$ cat config.mk
export PLATFORM = sky130hd
export DESIGN_NAME = pipe_hazard_unit
export DESIGN_NICKNAME = d
export VERILOG_FILES = /design/src/rtl/pipe_pkg.sv /design/src/rtl/sat_counter.sv /design/src/rtl/pipe_hazard_unit.sv
export SDC_FILE = /design/constraint.sdc
export NUM_CORES = 1
export LEC_CHECK = 0
export ABC_AREA = 0
export BUFFER_PORTS_ARGS = -buffer_cell sky130_fd_sc_hd__buf_4
export CAP_MARGIN = 10
export CORE_MARGIN = 3
export CORE_UTILIZATION = 59
export DETAILED_ROUTE_END_ITERATION = 12
export PLACE_DENSITY = 0.93
export SYNTH_ARGS = -nofsm -noshare
export SYNTH_HDL_FRONTEND = slang
export SYNTH_SLANG_ARGS = --single-unit
$ cat constraint.sdc
create_clock -name clock -period 4.35 [get_ports clock]
set_input_delay 0 -clock clock [delete_from_list [all_inputs] [get_ports clock]]
set_output_delay 0 -clock clock [all_outputs]
set_load 0.1 [all_outputs]
$ cat src/rtl/pipe_pkg.sv
// Shared encodings and the stage-record layout for the pipeline hazard/forwarding controller.
package pipe_pkg;

    localparam int REG_AW_DEF = 5;

    localparam logic [1:0] FWD_RF  = 2'b00;
    localparam logic [1:0] FWD_WB  = 2'b01;
    localparam logic [1:0] FWD_MEM = 2'b10;

    // Shadow record of one in-flight instruction at the default register-address width.
    typedef struct packed {
        logic                  v;
        logic [REG_AW_DEF-1:0] rd;
        logic                  rw;
        logic                  mr;
    } stage_t;

endpackage

$ cat src/rtl/sat_counter.sv
// Saturating up-counter with synchronous clear; clear wins over increment.
module sat_counter #(
    parameter int WIDTH = 16
) (
    input  logic             clock,
    input  logic             reset,
    input  logic             inc,
    input  logic             clr,
    output logic [WIDTH-1:0] q
);

    logic [WIDTH-1:0] q_reg;

    always_ff @(posedge clock or posedge reset) begin
        if (reset) begin
            q_reg <= '0;
        end else if (clr) begin
            q_reg <= '0;
        end else if (inc && (q_reg != {WIDTH{1'b1}})) begin
            q_reg <= q_reg + WIDTH'(1);
        end
    end

    assign q = q_reg;

endmodule

$ cat src/rtl/pipe_hazard_unit.sv
// Hazard/forwarding controller for the 5-stage core: tracks EX/MEM/WB destinations in a
// shadow pipe, drives stall/flush/bubble controls, operand forward selects and perf counters.
module pipe_hazard_unit
    import pipe_pkg::*;
#(
    parameter int REG_AW   = REG_AW_DEF,
    parameter int CNT_W    = 16,
    parameter int ZERO_REG = 1,
    parameter int FWD_EN   = 1
) (
    input  logic              clock,
    input  logic              reset,
    input  logic              ext_stall,
    input  logic              id_valid,
    input  logic [REG_AW-1:0] id_rs1,
    input  logic [REG_AW-1:0] id_rs2,
    input  logic              id_rs1_used,
    input  logic              id_rs2_used,
    input  logic [REG_AW-1:0] id_rd,
    input  logic              id_regwrite,
    input  logic              id_memread,
    input  logic              ex_branch_taken,
    input  logic              cnt_clr,
    output logic              pc_en,
    output logic              if_id_en,
    output logic              if_id_flush,
    output logic              id_ex_bubble,
    output logic [1:0]        fwd_a,
    output logic [1:0]        fwd_b,
    output logic              load_use_stall,
    output logic [CNT_W-1:0]  stall_cnt,
    output logic [CNT_W-1:0]  flush_cnt
);

    typedef struct packed {
        logic              v;
        logic [REG_AW-1:0] rd;
        logic              rw;
        logic              mr;
    } ex_rec_t;

    typedef struct packed {
        logic              v;
        logic [REG_AW-1:0] rd;
        logic              rw;
    } dst_rec_t;

    ex_rec_t           ex_reg;
    dst_rec_t          mem_reg;
    dst_rec_t          wb_reg;
    logic [REG_AW-1:0] ex_rs1_reg;
    logic [REG_AW-1:0] ex_rs2_reg;

    logic hazard;
    logic branch;
    logic stall_inc;
    logic flush_inc;

    // A producer only counts if it really writes; with ZERO_REG, x0 is never a dependency.
    function automatic logic reg_match(input logic [REG_AW-1:0] a, input logic v,
                                       input logic rw, input logic [REG_AW-1:0] rd);
        return v && rw && (a == rd) && ((ZERO_REG == 0) || (rd != '0));
    endfunction

    function automatic logic [1:0] fwd_sel(input logic [REG_AW-1:0] rs,
                                           input dst_rec_t mem, input dst_rec_t wb);
        if (reg_match(rs, mem.v, mem.rw, mem.rd))
            return FWD_MEM;
        else if (reg_match(rs, wb.v, wb.rw, wb.rd))
            return FWD_WB;
        return FWD_RF;
    endfunction

    logic hz_ex;
    assign hz_ex = (id_rs1_used && reg_match(id_rs1, ex_reg.v, ex_reg.rw, ex_reg.rd)) ||
                   (id_rs2_used && reg_match(id_rs2, ex_reg.v, ex_reg.rw, ex_reg.rd));

    generate
        if (FWD_EN != 0) begin : g_fwd
            // Only a load in EX cannot be bypassed in time.
            assign hazard = id_valid && ex_reg.mr && hz_ex;
            assign fwd_a  = fwd_sel(ex_rs1_reg, mem_reg, wb_reg);
            assign fwd_b  = fwd_sel(ex_rs2_reg, mem_reg, wb_reg);
        end else begin : g_stall_only
            logic hz_mem;
            assign hz_mem = (id_rs1_used && reg_match(id_rs1, mem_reg.v, mem_reg.rw, mem_reg.rd)) ||
                            (id_rs2_used && reg_match(id_rs2, mem_reg.v, mem_reg.rw, mem_reg.rd));
            assign hazard = id_valid && (hz_ex || hz_mem);
            assign fwd_a  = FWD_RF;
            assign fwd_b  = FWD_RF;
        end
    endgenerate

    assign branch = ex_branch_taken && ex_reg.v;

    always_comb begin
        pc_en          = 1'b1;
        if_id_en       = 1'b1;
        if_id_flush    = 1'b0;
        id_ex_bubble   = 1'b0;
        load_use_stall = 1'b0;
        stall_inc      = 1'b0;
        flush_inc      = 1'b0;
        if (ext_stall) begin
            pc_en     = 1'b0;
            if_id_en  = 1'b0;
            stall_inc = 1'b1;
        end else if (branch) begin
            // A taken branch kills the ID instruction, so its hazard is moot.
            if_id_flush  = 1'b1;
            id_ex_bubble = 1'b1;
            flush_inc    = 1'b1;
        end else if (hazard) begin
            pc_en          = 1'b0;
            if_id_en       = 1'b0;
            id_ex_bubble   = 1'b1;
            load_use_stall = 1'b1;
            stall_inc      = 1'b1;
        end
    end

    always_ff @(posedge clock or posedge reset) begin
        if (reset) begin
            ex_reg     <= '0;
            mem_reg    <= '0;
            wb_reg     <= '0;
            ex_rs1_reg <= '0;
            ex_rs2_reg <= '0;
        end else if (!ext_stall) begin
            ex_reg.v   <= id_valid && !id_ex_bubble;
            ex_reg.rd  <= id_rd;
            ex_reg.rw  <= id_regwrite;
            ex_reg.mr  <= id_memread;
            ex_rs1_reg <= id_rs1;
            ex_rs2_reg <= id_rs2;
            mem_reg.v  <= ex_reg.v;
            mem_reg.rd <= ex_reg.rd;
            mem_reg.rw <= ex_reg.rw;
            wb_reg     <= mem_reg;
        end
    end

    sat_counter #(.WIDTH(CNT_W)) u_stall_cnt (
        .clock (clock),
        .reset (reset),
        .inc   (stall_inc),
        .clr   (cnt_clr),
        .q     (stall_cnt)
    );

    sat_counter #(.WIDTH(CNT_W)) u_flush_cnt (
        .clock (clock),
        .reset (reset),
        .inc   (flush_inc),
        .clr   (cnt_clr),
        .q     (flush_cnt)
    );

endmodule

==> results.md, run 1 <==
* Status: completed
* Final slew viol count at 0
* Flops & latches, synth at 64
* Max-cap viol count at 0
* Final min period at 2.540 ns
* Ratio of total power to cell area at 343.7 nW/um^2
* Cell row count at 26
* Final hold violations at 0
* Fraction of registers with async set/reset at 1.000
* TritonRoute pass-1 iters at 4
* EDFF count, synth at 0
* Worst vdd ir at 0.2272 mV
* Most common cell after layout, fill and taps aside: buf_4
* Number of setup violations in the final report at 0
* Area after DPL at 3827 um^2
* P&R area growth vs syn at 27.89%
* Fmax at 393.7 MHz
* Netlist cell types at 41
* DRC violations left at 0
* Design Power at 1.449 mW
* Type of origin of the critical path: flip-flop
* Root Buffer Master: clkbuf_8
* CTS Buf Count at 9
* Final instance area at 4217 um^2
* Layout cells sized above 1 at 0.3136
* N_diodes at 0
* Vias in the first global route at 2,732
* Hold Path Class: input port to flip-flop
* Setup TNS at 0 ns
* Dpl hpwl at 5089 um
* Leak at 1.864 nW
* CP Capture Type: flip-flop
* Commonest cells after routing, fill and taps aside: buf_4 (66), dfrtp_1 (64), xnor2_1 (33), nor2_1 (31), mux2_2 (31)
* Initial Utilization at 0.6256
* Critical path peak fanout at 17
* Slew margin rel. at 0.4444
* Num ports at 66
* Mapped Area at 3297 um^2
* Gate Count Post-Synth at 301
* Register area share after synthesis at 0.4858
* CTS tree: yes
* GRT Total Usage at 0.2825
* Avg WL per Cell at 17.74 um
* Critical path class: flip-flop to flip-flop
* Vias per Instance at 5.710
* Yosys top cell by area: dfrtp_1
* I/O Buffers at 65
* Resized cells post-CTS at 0
* Final Util at 0.8001
* Worst-margin pin slew at 0.8308 ns
* Yosys warning count at 0
* Core Footprint at 5270 um^2
* Initial antenna violation count at 0
* Synth top area cells: dfrtp_1 (49%), mux2_2 (11%), xnor2_1 (8.8%), xor2_1 (5.6%), nor2_1 (3.5%)
* Layout Nets at 411
* Clock Tree Buf Depth at 2
* GR Overflow Total at 0
* Final Skew at 0.006499 ns
* Net count after synthesis at 328
* Largest net degree at the start of global routing at 65
* Crit path required time at 4.58 ns
* CTS Sinks at 64
* Mean Syn Cell Area at 10.95 um^2
* Final period utilization at 0.5838
* Clk slew on worst S/H paths at 0.07 ns
* Total number of H-tree levels at 3
* Main synth FF type: dfrtp_1
* Critical Path AT at 2.77 ns
* Total wire length at 8144 um
* Worst-Skew Late Latency at 0.35 ns
* Final ANT Viol Nets at 0
* Iter 0 DRT Violations at 137
* Die area at 6521 um^2
* Synth top area share at 0.4858
* RSZ-0062 raised after global routing: false
* Global-route wire length before repair at 13,640 um
* DIE WIDTH at 80.75 um
* Die Span Y at 80.75 um
* Placer congestion estimate at 0.8953
* Vias at 2,621
[final timing paths]
kind,from,endpoint,slack [ns],cells after the start
worst max-delay path,ex_reg[3],u_stall_cnt.q[13],1.81,7
worst min-delay path,cnt_clr,u_flush_cnt.q[7],0.05,2
worst max register to register,ex_reg[3],u_stall_cnt.q[13],1.81,7
worst min register to register,ex_reg[0],ex_reg[0],0.53,1
max in group asynchronous,reset,u_stall_cnt.q[12],3.41,4
min in group asynchronous,reset,u_flush_cnt.q[2],0.44,4
[cell families (layout without fill, tap and decap cells)]
| family | count (synthesis) | after routing | share of synthesized area |
|---|---|---|---|
| and+or+nand+nor | 111 | 111 | 0.1856 |
| DFF | 64 | 64 | 0.4858 |
| xor gates and xnor gates | 54 | 54 | 0.1435 |
| muxes | 33 | 33 | 0.1135 |
| AOI/OAI and AO/OA | 21 | 21 | 0.04099 |
| buffers and inverters | 16 | 104 | 0.02315 |
| adders and majority gates | 2 | 2 | 0.007589 |
[synth_stat cells, types with 2 or more instances]
master    count
dfrtp_1      64
xnor2_1      33
mux2_2       31
nor2_1       31
xor2_1       21
nand2_1      17
nand3_1      16
nor4_1        8
a21oi_1       7
nor3_1        7
and3_1        5
o21ai_0       5
buf_1         4
buf_2         4
nand4_1       4
or3_1         4
or4_1         4
and2_1        3
and4_1        3
clkbuf_1      3
inv_1         3
a311oi_1      2
and3_4        2
ha_1          2
o211ai_1      2
[worst max-delay path: stages (launching register included)]
cell,delay [ns]
dfrtp_1,0.44
xnor2_1,0.23
nand4_1,0.12
o22ai_1,0.36
a31oi_2,0.41
nor3b_2,0.35
and3_4,0.22
mux2_4,0.29
[repair_timing]
action | in CTS | in global routing
hold endpoints to repair | 82 | 0
buffers inserted | 0 | 0
hold buffers | 19 | 0
setup endpoints to repair | 0 | 0
[where the power goes]
part | switching (mW) | total (mW) | leakage [nW] | internal (mW)
sequential | 0.0590 | 0.696 | 0.823 | 0.637
clock | 0.232 | 0.527 | 0.103 | 0.295
combinational | 0.121 | 0.227 | 0.938 | 0.106
[layout make-up]
class	count	area, um^2
clock buffer	13	158.9
sequential	64	1602
tap	70	87.58
inverter	3	11.26
timing repair buffer	85	685.7
fill	331	1054
clock inverter	3	40.04
multi-input combinational	221	1632
[layer usage]
metal | global-route usage | wire [um]
met2 | 0.4387 | 3874
met3 | 0.07871 | 534
met5 | 0 | 0
met4 | 0.1486 | 271
met1 | 0.3616 | 3464
[through the flow]
stage / instances / hold WS [ns] / worst slack (ns)
2_1_floorplan: 301 / 0.1360 / -0.02014
3_3_place_gp: 424 / 0.2380 / 2.110
3_5_place_dp: 424 / 0.2417 / 1.975
4_1_cts: 459 / 0.03904 / 1.936
5_1_grt: 459 / 0.06898 / 1.676
6_report: 459 / 0.04699 / 1.810
Power figures use the tool's default switching activity.
==> inputs of run 2 (changes only) <==
Settings changed: CORE_UTILIZATION 59 to 55, PLACE_DENSITY 0.93 to 0.88.
Clock period 4.35 ns to 2.6 ns, I/O delays scaled along.
==> run 2 against run 1 <==
Against the previous run: clock power increased by 63%; sequential power increased by 67%; core utilization decreased by 4.3 points; sequential share of layout area decreased by 0.50 points; combinational power increased by 77%; hold slack improved by 0.0062 ns; cell count increased by 0.87%; worst setup slack got worse by 1.6 ns; highest routed layer unchanged.
==> results.md, run 2 (synthesized netlist as in run 1, its figures left out) <==
* Storage cell area at 1602 um^2 (unchanged)
* Total wire length at 8042 um (was 8144 um)
* Setup WS post-layout at 0.2454 ns (was 1.810 ns)
* Clock Tree Buf Depth at 2 (unchanged)
* Final slew viol count at 0 (unchanged)
* N_diodes at 0 (unchanged)
* Worst vdd ir at 0.4018 mV (was 0.2272 mV)
* Vias per Instance at 5.708 (was 5.710)
* Worst-Skew Late Latency at 0.33 ns (was 0.35 ns)
* Crit path from: mem_reg[1] (was ex_reg[3])
* GR Overflow Total at 0 (unchanged)
* Largest net degree at the start of global routing at 50 (was 65)
* Iter 0 DRT Violations at 187 (was 137)
* Layout cells sized above 1 at 0.3223 (was 0.3136)
* Max-cap viol count at 0 (unchanged)
* Worst-margin pin slew at 0.6208 ns (was 0.8308 ns)
* Worst hold start: cnt_clr (unchanged)
* Fmax at 424.7 MHz
* CTS Buf Count at 9 (unchanged)
* DIE WIDTH at 83.43 um (was 80.75 um)
* Die Span Y at 83.43 um (was 80.75 um)
* Setup TNS at 0 ns (unchanged)
* Final Skew at 0.01123 ns (was 0.006499 ns)
* Final ANT Viol Nets at 0 (unchanged)
* Placer congestion estimate at 0.8484 (was 0.8953)
* Vias in the first global route at 2,758 (was 2,732)
* TritonRoute pass-1 iters at 4 (unchanged)
* Die area at 6960 um^2 (was 6521 um^2)
* Critical Path AT at 2.35 ns (was 2.77 ns)
* Pre-CTS WS at 0.5007 ns (was 1.975 ns)
* Ratio of total power to cell area at 566.5 nW/um^2 (was 343.7 nW/um^2)
* Final std cells w/o fill at 463 (was 459)
* Avg WL per Cell at 17.37 um (was 17.74 um)
* Reg-to-reg endpoint: u_stall_cnt.q[12] (was u_stall_cnt.q[13])
* Vias at 2,643 (was 2,621)
* Crit path required time at 2.60 ns (was 4.58 ns)
* Commonest cells after routing, fill and taps aside: buf_4 (68), dfrtp_1 (64), xnor2_1 (33), nor2_1 (31), mux2_2 (31) (was buf_4 (66), dfrtp_1 (64), xnor2_1 (33), nor2_1 (31), mux2_2 (31))
* Number of setup violations in the final report at 0 (unchanged)
* GRT Total Usage at 0.2441 (was 0.2825)
* Final min period at 2.355 ns
* Hold path depth at 2 (unchanged)
* DRC violations left at 0 (unchanged)
* Initial Utilization at 0.5844 (was 0.6256)
* RSZ-0062 raised after global routing: false (unchanged)
* Hold endpoint: u_flush_cnt.q[12] (was u_flush_cnt.q[7])
* Leak at 1.881 nW (was 1.864 nW)
* Type of origin of the critical path: flip-flop (unchanged)
* Hold Path Class: input port to flip-flop (unchanged)
* Most common cell after layout, fill and taps aside: buf_4 (unchanged)
* Initial antenna violation count at 0 (unchanged)
* Status: completed (unchanged)
* CTS Sinks at 64 (unchanged)
* Cell row count at 27 (was 26)
* Slew margin rel. at 0.5861 (was 0.4444)
* CTS tree: yes (unchanged)
* Multi-input logic area at 1670 um^2 (was 1632 um^2)
* I/O Buffers at 65 (unchanged)
* Total number of H-tree levels at 3 (unchanged)
* Clk slew on worst S/H paths at 0.07 ns (about the same)
* Worst r2r src: ex_reg[5] (was ex_reg[3])
* R2r setup slk at 0.45 ns (was 1.81 ns)
* P&R area growth vs syn at 29.60% (was 27.89%)
* Final period utilization at 0.9056
* Root Buffer Master: clkbuf_8 (unchanged)
* Fill cells at 367 (was 331)
* Layout Nets at 413 (was 411)
* Critical path class: flip-flop to primary output (was flip-flop to flip-flop)
* Dpl hpwl at 5277 um (was 5089 um)
* Critical path peak fanout at 5 (was 17)
* Num ports at 66 (unchanged)
* Setup Buffers After CTS at 0 (unchanged)
* Reg2reg path depth at 8 (was 7)
* Global-route wire length before repair at 13,610 um (was 13,640 um)
* CP Capture Type: primary output (was flip-flop)
* Core Footprint at 5642 um^2 (was 5270 um^2)
* Placed Cells at 428 (was 424)
* Final hold violations at 0 (unchanged)
[run 2: through the flow]
stage | hold slack [ns] | cell area (um^2) | utilization | power (mW)
global placement | -0.01627 | 3884 | 0.6884 | 1.533
detailed placement | -0.01066 | 3884 | 0.6884 | 1.551
CTS | 0.05189 | 4273 | 0.7574 | 2.424
floorplan | 0.1360 | 3348 | - | 1.438
finish | 0.05320 | 4273 | 0.7574 | 2.421
global route | 0.05347 | 4273 | 0.7574 | 2.529
[run 2: where the power goes]
| part | internal, mW | total [mW] | leakage (nW) | switching [mW] |
|---|---|---|---|---|
| clock network | 0.493 | 0.858 | 0.103 | 0.365 |
| logic | 0.182 | 0.402 | 0.955 | 0.219 |
| registers | 1.07 | 1.16 | 0.823 | 0.0955 |
[run 2: worst max-delay path by stage]
stage                                   end  slack (ns)  cells after the start
after floorplan                    fwd_b[0]       -0.65                      4
after global placement    u_stall_cnt.q[10]        0.61                      8
after detailed placement  u_stall_cnt.q[10]        0.50                      8
after CTS                          fwd_b[0]        0.26                      5
after global routing               fwd_b[0]        0.12                      5
final                              fwd_b[0]        0.25                      5
[run 2: final cells by class]
type,count,share of cell area
clock inverters,3,0.009370
well taps,72,0.02108
flip-flops and latches,64,0.3748
multi-input cells,221,0.3909
inverters,3,0.002635
repair buffers,87,0.1640
clock buffers,13,0.03719
[run 2: metal layers]
metal  vias to the layer above  GRT usage  routed length [um]
met4                         0    0.09649                 166
li1                       1226          -                   -
met1                      1330     0.3067                3333
met3                        14    0.05159                 356
met2                        73     0.4118                4186
met5                         -          0                   0
[run 2: repair_timing]
item | in CTS | in global routing
endpoints found under the hold margin | 33 | 0
resized for setup | 0 | 0
hold buffers | 19 | 0
endpoints found under the setup margin | 0 | 0
[run 2: worst max-delay path: stages, from the launching register on]
cell      delay [ns]
dfrtp_1         0.46
or4_1           0.54
o211ai_1        0.44
nor4_4          0.11
nor4_2          0.15
buf_4           0.33
